--- config.mk ---
export PLATFORM = sky130hd
export DESIGN_NAME = next_state_selector_flat
export DESIGN_NICKNAME = d
export VERILOG_FILES = /design/src/rtl/next_state_selector_pkg.sv /design/src/rtl/next_state_selector_if.sv /design/src/rtl/next_state_selector_micro_return_stack.sv /design/src/rtl/next_state_selector.sv /design/src/flat_wrapper.sv
export SDC_FILE = /design/constraint.sdc
export NUM_CORES = 1
export LEC_CHECK = 0
export CORE_UTILIZATION = 50
export DETAILED_ROUTE_END_ITERATION = 12
export GPL_ROUTABILITY_DRIVEN = 0
export GPL_TIMING_DRIVEN = 0
export PLACE_DENSITY = 0.75
export SETUP_SLACK_MARGIN = 0.4
export SYNTH_ARGS = -nofsm -noshare
export SYNTH_HDL_FRONTEND = slang
export SYNTH_SLANG_ARGS = --single-unit
export TNS_END_PERCENT = 20
--- constraint.sdc ---
create_clock -name clk -period 3.5 [get_ports clk]
set_input_delay 0.7 -clock clk [delete_from_list [all_inputs] [get_ports clk]]
set_output_delay 0.7 -clock clk [all_outputs]
set_load 0.02 [all_outputs]
--- src/rtl/next_state_selector_pkg.sv ---
// Shared control-unit constants for the microsequencer: address width default,
// sequencing opcodes and condition source bit positions.
package next_state_selector_pkg;

  localparam int DEFAULT_ADDR_W = 10;

  localparam logic [2:0] NS_ENCODE  = 3'd0;
  localparam logic [2:0] NS_JUMP    = 3'd1;
  localparam logic [2:0] NS_INC     = 3'd2;
  localparam logic [2:0] NS_CBRANCH = 3'd3;
  localparam logic [2:0] NS_WAIT    = 3'd4;
  localparam logic [2:0] NS_CALL    = 3'd5;
  localparam logic [2:0] NS_RETURN  = 3'd6;
  localparam logic [2:0] NS_RESTART = 3'd7;

  localparam int COND_MOC  = 0;
  localparam int COND_BR   = 1;
  localparam int COND_IR   = 2;
  localparam int COND_TRUE = 3;

endpackage

--- src/rtl/next_state_selector_if.sv ---
// Microword/sequencer bundle between the microstore (master) and the
// next-state selector (slave).
interface next_state_selector_if
  import next_state_selector_pkg::*;
#(
  parameter int ADDR_W      = DEFAULT_ADDR_W,
  parameter int STACK_DEPTH = 4
);
  localparam int DEPTH_W = $clog2(STACK_DEPTH + 1);

  logic [ADDR_W-1:0]  current_state;
  logic [2:0]         ns_sel;
  logic               inv;
  logic [1:0]         cond_sel;
  logic [ADDR_W-1:0]  cr_addr;
  logic [3:0]         cond_in;
  logic [ADDR_W-1:0]  encoder_state;
  logic [ADDR_W-1:0]  next_state;
  logic               stack_err;
  logic [DEPTH_W-1:0] stack_depth;

  modport master (
    output current_state, ns_sel, inv, cond_sel, cr_addr, cond_in, encoder_state,
    input  next_state, stack_err, stack_depth
  );

  modport slave (
    input  current_state, ns_sel, inv, cond_sel, cr_addr, cond_in, encoder_state,
    output next_state, stack_err, stack_depth
  );

endinterface

--- src/rtl/next_state_selector_micro_return_stack.sv ---
// Small LIFO of micro-return addresses; overflowing pushes and underflowing pops
// are ignored here and reported by the caller.
module micro_return_stack #(
  parameter int DEPTH = 4,
  parameter int WIDTH = 10,
  localparam int DEPTH_W = $clog2(DEPTH + 1),
  localparam int IDX_W   = (DEPTH > 1) ? $clog2(DEPTH) : 1
) (
  input  logic               clk,
  input  logic               reset,
  input  logic               push,
  input  logic               pop,
  input  logic [WIDTH-1:0]   din,
  output logic [WIDTH-1:0]   dout,
  output logic [DEPTH_W-1:0] depth,
  output logic               full,
  output logic               empty
);

  logic [WIDTH-1:0]   mem [DEPTH];
  logic [DEPTH_W-1:0] ptr_reg;
  logic [DEPTH_W-1:0] top_ptr;
  logic [IDX_W-1:0]   wr_idx;
  logic [IDX_W-1:0]   rd_idx;
  logic               do_push;
  logic               do_pop;

  assign full    = (ptr_reg == DEPTH_W'(DEPTH));
  assign empty   = (ptr_reg == '0);
  assign do_push = push && !full;
  assign do_pop  = pop && !empty && !push;
  assign top_ptr = ptr_reg - 1'b1;
  assign wr_idx  = ptr_reg[IDX_W-1:0];
  assign rd_idx  = top_ptr[IDX_W-1:0];
  // Top entry is read combinationally so RETURN can jump in the same cycle.
  assign dout    = mem[rd_idx];
  assign depth   = ptr_reg;

  always_ff @(posedge clk) begin
    if (do_push) begin
      mem[wr_idx] <= din;
    end
  end

  always_ff @(posedge clk) begin
    if (reset) begin
      ptr_reg <= '0;
    end else if (do_push) begin
      ptr_reg <= ptr_reg + 1'b1;
    end else if (do_pop) begin
      ptr_reg <= ptr_reg - 1'b1;
    end
  end

endmodule

--- src/rtl/next_state_selector.sv ---
// Microsequencer next-state stage: selects and registers the following microstore
// address, breaking the microstore/sequencer combinational loop.
module next_state_selector
  import next_state_selector_pkg::*;
#(
  parameter int ADDR_W      = DEFAULT_ADDR_W,
  parameter int STACK_DEPTH = 4,
  parameter int RESET_STATE = 0,
  localparam int DEPTH_W    = $clog2(STACK_DEPTH + 1)
) (
  input  logic                 clk,
  input  logic                 reset,
  next_state_selector_if.slave bus
);

  localparam logic [ADDR_W-1:0] RESET_ADDR = ADDR_W'(RESET_STATE);

  logic [ADDR_W-1:0]  next_state_reg;
  logic [ADDR_W-1:0]  next_state_next;
  logic               stack_err_reg;
  logic               err_set;
  logic [ADDR_W-1:0]  inc;
  logic               c;
  logic               push;
  logic               pop;
  logic [ADDR_W-1:0]  stack_dout;
  logic [DEPTH_W-1:0] depth;
  logic               stack_full;
  logic               stack_empty;

  assign inc = bus.current_state + 1'b1;
  assign c   = bus.cond_in[bus.cond_sel] ^ bus.inv;

  always_comb begin
    next_state_next = next_state_reg;
    push            = 1'b0;
    pop             = 1'b0;
    err_set         = 1'b0;
    case (bus.ns_sel)
      NS_ENCODE:  next_state_next = bus.encoder_state;
      NS_JUMP:    next_state_next = bus.cr_addr;
      NS_INC:     next_state_next = inc;
      NS_CBRANCH: next_state_next = c ? bus.cr_addr : inc;
      NS_WAIT:    next_state_next = c ? inc : bus.current_state;
      NS_CALL: begin
        // Jump is taken even when the return address cannot be saved.
        push            = 1'b1;
        next_state_next = bus.cr_addr;
        err_set         = stack_full;
      end
      NS_RETURN: begin
        if (stack_empty) begin
          next_state_next = RESET_ADDR;
          err_set         = 1'b1;
        end else begin
          pop             = 1'b1;
          next_state_next = stack_dout;
        end
      end
      NS_RESTART: next_state_next = RESET_ADDR;
      default:    next_state_next = RESET_ADDR;
    endcase
  end

  always_ff @(posedge clk) begin
    if (reset) begin
      next_state_reg <= RESET_ADDR;
      stack_err_reg  <= 1'b0;
    end else begin
      next_state_reg <= next_state_next;
      if (err_set) begin
        stack_err_reg <= 1'b1;
      end
    end
  end

  micro_return_stack #(
    .DEPTH (STACK_DEPTH),
    .WIDTH (ADDR_W)
  ) u_stack (
    .clk   (clk),
    .reset (reset),
    .push  (push),
    .pop   (pop),
    .din   (inc),
    .dout  (stack_dout),
    .depth (depth),
    .full  (stack_full),
    .empty (stack_empty)
  );

  assign bus.next_state  = next_state_reg;
  assign bus.stack_err   = stack_err_reg;
  assign bus.stack_depth = depth;

endmodule

--- src/flat_wrapper.sv ---
// flat-port wrapper written by rule: the top's interface ports become plain ports
module next_state_selector_flat import next_state_selector_pkg::*;
#(
  parameter int ADDR_W      = DEFAULT_ADDR_W,
  parameter int STACK_DEPTH = 4,
  parameter int RESET_STATE = 0,
  localparam int DEPTH_W    = $clog2(STACK_DEPTH + 1)
)
  (clk, reset, bus_current_state, bus_ns_sel, bus_inv, bus_cond_sel, bus_cr_addr, bus_cond_in, bus_encoder_state, bus_next_state, bus_stack_err, bus_stack_depth);
  next_state_selector_if #(.ADDR_W(ADDR_W), .STACK_DEPTH(STACK_DEPTH)) bus_i ();
  input  logic clk;
  input  logic reset;
  input wire logic [$bits(bus_i.current_state)-1:0] bus_current_state;
  input wire logic [$bits(bus_i.ns_sel)-1:0] bus_ns_sel;
  input wire logic [$bits(bus_i.inv)-1:0] bus_inv;
  input wire logic [$bits(bus_i.cond_sel)-1:0] bus_cond_sel;
  input wire logic [$bits(bus_i.cr_addr)-1:0] bus_cr_addr;
  input wire logic [$bits(bus_i.cond_in)-1:0] bus_cond_in;
  input wire logic [$bits(bus_i.encoder_state)-1:0] bus_encoder_state;
  output wire logic [$bits(bus_i.next_state)-1:0] bus_next_state;
  output wire logic [$bits(bus_i.stack_err)-1:0] bus_stack_err;
  output wire logic [$bits(bus_i.stack_depth)-1:0] bus_stack_depth;
  assign bus_i.current_state = bus_current_state;
  assign bus_i.ns_sel = bus_ns_sel;
  assign bus_i.inv = bus_inv;
  assign bus_i.cond_sel = bus_cond_sel;
  assign bus_i.cr_addr = bus_cr_addr;
  assign bus_i.cond_in = bus_cond_in;
  assign bus_i.encoder_state = bus_encoder_state;
  assign bus_next_state = bus_i.next_state;
  assign bus_stack_err = bus_i.stack_err;
  assign bus_stack_depth = bus_i.stack_depth;
  next_state_selector #(.ADDR_W(ADDR_W), .STACK_DEPTH(STACK_DEPTH), .RESET_STATE(RESET_STATE)) u_core (.clk(clk), .reset(reset), .bus(bus_i));
endmodule
# --- Yosys cells after proc, flatten, opt, wreduce, memory -nomap -nowiden ---
# Memories as Yosys holds them, arrays and structs flattened.
# Index checks and enable logic that the tools add are counted.
word_totals:
  reg_bits: 14
  ramBits: 40
  input_bits: 42
  out_inout_bits: 14
  word_cells: 42
  n_memories: 1
op_classes:
  n_addsub: 3
  order_cmp: 1
  n_eq_ne: 8
  mux: 15
  bitwise: 1
  reduce_logical: 10
mem_list:
  columns: ["name", "depth", "width", "read_ports", "rd_ports_with_merged_regs", "write_ports", "line_no", "source"]
  rows:
  - ["u_core.u_stack.mem", 4, 10, 1, 0, 1, "next_state_selector_micro_return_stack.sv:20", "logic [WIDTH-1:0] mem [DEPTH];"]
op_table:
  columns: ["cell", "count"]
  rows:
  - ["10-bit case mux with 7 select lines", 1]
  - ["10-bit 2-to-1 mux", 3]
  - ["3-bit == test, second input constant", 5]
  - ["10-bit by 1-bit adder with 10-bit output, second input constant", 1]
  - ["1-bit 2-to-1 mux", 7]
  - ["3-bit by 2-bit == test with 1-bit output, second input constant", 2]
  - ["3-bit zero test", 2]
  - ["3-bit 2-to-1 mux", 2]
  - ["3-bit by 1-bit adder with 3-bit output, second input constant", 1]
  - ["3-bit by 1-bit == test with 1-bit output, second input constant", 1]
  - ["1-bit logical AND", 3]
  - ["1-bit zero test", 3]
  - ["2-bit by 3-bit < comparator with 1-bit output, second input constant", 1]
  - ["3-bit by 1-bit subtractor with 3-bit output, second input constant", 1]
  - ["1-bit binary-select mux with 2-bit select", 1]
  - ["1-bit case mux with 2 select lines", 1]
  - ["2-bit nonzero test", 1]
  - ["2-bit OR reduction", 1]
  - ["1-bit XOR", 1]

# --- Logic depth before layout (Yosys ltp) ---
depth:
  depth_word: 7
  depth_mapped: 10

# --- Cells and area by module ---
# Synthesis repeated with hierarchy kept, for this count alone.
unflattened:
  hier_cells: 252
  area_unflattened_um2: 2884.0
modules_own_cells:
  columns: ["module", "n_inst", "cells_per_inst", "area_per_inst_um2"]
  rows:
  - ["micro_return_stack", 1, 83, 1705.4]
  - ["next_state_selector", 1, 169, 1178.6]

# --- Least setup slack after synthesis ---
# No wires, ideal clock.
synth_path:
  path_type: "flip-flop to flip-flop"
  start: "register u_core.u_stack.ptr_reg[0] (netlist: u_core.u_stack.depth[0])"
  end: "register u_core.next_state_reg[1] (netlist: u_core.bus.next_state[1])"
  setup_time_ns: 0.136
  t_arrival_ns: 2.436
  t_required_ns: 3.364
  setup_slack_ns: 0.927
  stages_incl_launch_ff: 8
  path_buffers: 2
  synth_period_minus_slack_ns: 2.573
  cell_sequence: "dfxtp_1 buf_2 inv_1 ha_1 clkbuf_1 mux4_2 a222oi_1 a311oi_1"
synth_between:
  elab_chain_len: 4
  word_cells_on_any_way: 5
synth_rtl:
  columns: ["item", "line_no", "source"]
  rows:
  - ["from (decl)", "next_state_selector_micro_return_stack.sv:21", "logic [DEPTH_W-1:0] ptr_reg;"]
  - ["from (signal assigned)", "next_state_selector_micro_return_stack.sv:49", "ptr_reg <= ptr_reg + 1'b1;"]
  - ["from (signal assigned)", "next_state_selector_micro_return_stack.sv:51", "ptr_reg <= ptr_reg - 1'b1;"]
  - ["3-bit by 1-bit subtractor with 3-bit output", null, null]
  - ["memory read 4 x 10 bit", null, null]
  - ["10-bit 2-to-1 mux *", "next_state_selector.sv:52", "if (stack_empty) begin"]
  - ["10-bit case mux with 7 select lines *", "next_state_selector.sv:39", "case (bus.ns_sel)"]
  - ["to (signal assigned)", "next_state_selector.sv:70", "next_state_reg <= next_state_next;"]
  - ["to (decl)", "next_state_selector.sv:18", "logic [ADDR_W-1:0] next_state_reg;"]
# Mark *: on every way between the ends. The rest lies on a longest branch, timed or not.
# A chain may end at the register's enable or synchronous reset.

# --- Worst setup path after layout ---
layout_path:
  start: "input bus_current_state[0]"
  end: "register u_core.next_state_reg[8] (netlist: u_core.bus.next_state[8])"
layout_between:
  elab_chain_len: 3
  word_cells_on_any_way: 4
layout_rtl:
  columns: ["item", "line_no", "source"]
  rows:
  - ["from (decl)", "flat_wrapper.sv:13", "input wire logic [$bits(bus_i.current_state)-1:0] bus_current_state;"]
  - ["10-bit by 1-bit adder with 10-bit output *", "next_state_selector.sv:31", "assign inc = bus.current_state + 1'b1;"]
  - ["10-bit 2-to-1 mux, on equally long branches", "next_state_selector.sv:44, next_state_selector.sv:43", null]
  - ["10-bit case mux with 7 select lines *", "next_state_selector.sv:39", null]
# Marked as above.

==> flow_summary.json <==
{
  "outcome": "complete, no violations",
  "first_pass_grt_wire_length_um": 10600,
  "kind_of_start_point_of_the_critical_path": "primary input",
  "drive_above_1_share_pct": 10.5,
  "tightest_slew_ns": 0.732,
  "instances_no_fill": 387,
  "hold_violations": 0,
  "finalWirelength_um": 6470,
  "post-route-drc-count": 0,
  "p_sw_mw": 0.367,
  "syn-cell-area_um2": 2930,
  "top_level_ports": 56,
  "gr-usage-all-layers_pct": 22.8,
  "initial_antenna_violation_count": 0,
  "timing.max_cap.violations": 0,
  "postRouteAntennaNets": 0,
  "startpoint": "bus_current_state[0]",
  "layout.nets": 362,
  "cell_area_power_density_nw_per_um2": 391,
  "detailroute.via_count": 2209,
  "via_count_of_the_first_global_routing_pass": 2139,
  "tritoncts": "yes",
  "hpwlAfterDp_um": 4840,
  "grt_setup_unrepaired": "no",
  "root_buffer_selected_by_cts": "sky130_fd_sc_hd__clkbuf_8",
  "largest_register_ff_count": 40,
  "clock_latency_ns": 0.30,
  "grt.met3_usage_pct": 3.37,
  "timing_max_transition_violations_final": 0,
  "drt_iter0_drc": 160,
  "synth.yosys.seq_area_share_pct": 50.6,
  "max_slew_margin_pct": 51.1,
  "via_per_inst": 5.71,
  "placement_rows": 27,
  "wire_per_inst_um": 16.7,
  "vdd.ir_drop.worst_uv": 277,
  "initial_utilization_pct": 52.5,
  "use_met2_pct": 38.2,
  "synth_area_per_cell_um2": 11.5,
  "use_met1_pct": 30.7,
  "ctsLongestPathBuffers": 2,
  "required_time_of_the_worst_setup_path_ns": 3.72,
  "synth.yosys.warnings": 0,
  "switching_power_share_of_the_total_pct": 25.6,
  "syn-num-nets": 302,
  "power_frac_seq_pct": 49.9,
  "core_area_um2": 5570,
  "post-route-min-period_ns": 2.79,
  "drt_pass1_iterations": 5,
  "numPlacedInstances": 379,
  "fin_skew_ns": 0.0113,
  "finalSetupViolCount": 0,
  "static_leakage_nw": 1.24,
  "final.period_utilization_pct": 79.7,
  "cp_data_arrival_time_ns": 3.01,
  "antennaDiodeCount": 0,
  "clkTransAtPathRegs_ns": 0.10,
  "mostFrequentLayoutCells": "sky130_fd_sc_hd__clkdlybuf4s50_1 (53), sky130_fd_sc_hd__edfxtp_1 (40), sky130_fd_sc_hd__nor2_1 (23)",
  "ys_seq_elements": 54,
  "power.clock.fraction_pct": 29.9,
  "grt-busiest-layer": "met2",
  "fmax_mhz": 358,
  "portBuffers": 53,
  "htreeDepth": 2,
  "synth_enable_flop_cells": 40,
  "syn-instance-count": 254,
  "layout_commonest_cell": "sky130_fd_sc_hd__clkdlybuf4s50_1",
  "worst_hold_path_type": "reg -> reg",
  "synth_cell_types": 54,
  "grt-ovfl-total": 0,
  "die-width_um": 78.5,
  "grt_start_max_net_pins": 19,
  "async_flop_share_pct": 0,
  "p_int_mw": 1.07,
  "cp-end-kind": "flop",
  "share_of_total_power_in_combinational_logic_pct": 20.3,
  "min_from": "u_core.bus.stack_err",
  "fp.dieH_um": 78.5,
  "critical_path_class": "in -> reg",
  "totalNegativeSetupSlack_ns": 0,
  "clkSinkCount": 54,
  "worstReg2RegStart": "u_core.u_stack.depth[0]",
  "numCtsBuffers": 5,
  "worstPathMaxFanout": 9,
  "layout_area_overhead_pct": 25.2,
  "fp.dieArea_um2": 6160,
  "synth-main-ff-cell": "sky130_fd_sc_hd__edfxtp_1"
}
-- through the flow --
step	setup slack [ns]	hold WS (ns)	power, mW	area, µm²	util, %
2_1_floorplan	0.927	0.580	0.899	2930	-
3_3_place_gp	0.434	0.465	1.02	3550	63.6
3_5_place_dp	0.420	0.467	1.02	3550	63.6
4_1_cts	0.538	0.490	1.44	3660	65.7
5_1_grt	0.470	0.513	1.49	3660	65.7
6_report	0.710	0.482	1.43	3660	65.7
-- power groups by stage --
stage / clock [mW] / combinational [mW] / sequential, mW
after floorplan: 0 / 0.153 / 0.746
after global placement: 0 / 0.286 / 0.729
after detailed placement: 0 / 0.288 / 0.730
after CTS: 0.435 / 0.290 / 0.715
after global routing: 0.461 / 0.317 / 0.717
final: 0.428 / 0.290 / 0.715
-- critical path, cell delays in order --
cell	delay, ns
sky130_fd_sc_hd__clkdlybuf4s50_1	0.60
sky130_fd_sc_hd__ha_1	0.31
sky130_fd_sc_hd__nand3_1	0.31
sky130_fd_sc_hd__nor3_1	0.36
sky130_fd_sc_hd__nor3_1	0.09
sky130_fd_sc_hd__o311a_1	0.37
sky130_fd_sc_hd__o32ai_2	0.25
-- cells by family after synthesis --
logic type               Yosys count  share of synthesized area [%]
AO/OA/AOI/OAI                     59                           14.9
XOR/XNOR                          13                           4.15
adder cells (fa/ha/maj)            6                           2.57
buffers and inverters             24                           3.59
flip-flops                        54                           50.6
multiplexers                      14                           9.54
AND/OR/NAND/NOR                   84                           14.6
-- metal layers --
metal	vias up	part of all wire (%)	wire, µm
li1	1097	-	-
met1	1039	46	2990
met2	69	49	3150
met3	4	4.3	281
met4	0	0.68	44
met5	-	0	0
-- worst paths after layout --
check                                   to  slack (ns)  depth (start not counted)
setup reg to reg  u_core.bus.next_state[6]        0.82                          8
hold / removal        u_core.bus.stack_err        0.48                          2
hold reg to reg       u_core.bus.stack_err        0.48                          2
setup / recovery  u_core.bus.next_state[8]        0.71                          7
-- synth_stat cells, types with 2 or more instances --
library cell                number  area, µm²
sky130_fd_sc_hd__a211oi_1        2       15.0
sky130_fd_sc_hd__a21oi_1        10       50.1
sky130_fd_sc_hd__a222oi_1        2       20.0
sky130_fd_sc_hd__a22oi_1         2       15.0
sky130_fd_sc_hd__a311oi_1        5       43.8
sky130_fd_sc_hd__a31oi_1         4       25.0
sky130_fd_sc_hd__and2_1          3       18.8
sky130_fd_sc_hd__and3_1          2       12.5
sky130_fd_sc_hd__and4b_1         2       20.0
sky130_fd_sc_hd__buf_2           6       30.0
sky130_fd_sc_hd__clkbuf_1        9       33.8
sky130_fd_sc_hd__dfxtp_1        14        280
sky130_fd_sc_hd__edfxtp_1       40       1200
sky130_fd_sc_hd__ha_1            6       75.1
sky130_fd_sc_hd__inv_1           8       30.0
sky130_fd_sc_hd__mux2i_1         2       20.0
sky130_fd_sc_hd__mux4_2         11        248
sky130_fd_sc_hd__nand2_1        13       48.8
sky130_fd_sc_hd__nand2b_1        8       50.1
sky130_fd_sc_hd__nand3_1         8       40.0
sky130_fd_sc_hd__nand4_1         2       12.5
sky130_fd_sc_hd__nor2_1         23       86.3
sky130_fd_sc_hd__nor2b_1         2       12.5
sky130_fd_sc_hd__nor3_1          8       40.0
sky130_fd_sc_hd__o211ai_1        3       22.5
sky130_fd_sc_hd__o21a_1          3       22.5
sky130_fd_sc_hd__o21ai_0         5       25.0
sky130_fd_sc_hd__o21ai_1         3       15.0
sky130_fd_sc_hd__o2bb2ai_1       5       43.8
sky130_fd_sc_hd__o32ai_1         3       26.3
sky130_fd_sc_hd__or3_1           7       43.8
sky130_fd_sc_hd__xnor2_1         8       70.1
sky130_fd_sc_hd__xor2_1          4       35.0
-- repair_timing --
item / 4_1_cts / 5_1_grt
setup endpoints to repair: 0 / 4
buffers inserted: 0 / 0
gates resized for setup: 0 / 2
hold buffers: 0 / 0
-- cell type report --
class,count,area (µm²)
plain buffers,16,76.3
clock buffers,5,68.8
clock inverters,3,47.5
fillers,434,1910
inverters,8,30.0
multi-input cells,176,1340
flip-flops and latches,54,1480
well taps,72,90.1
repair buffers,53,531
Note: power is estimated with default switching activity, not from simulation.
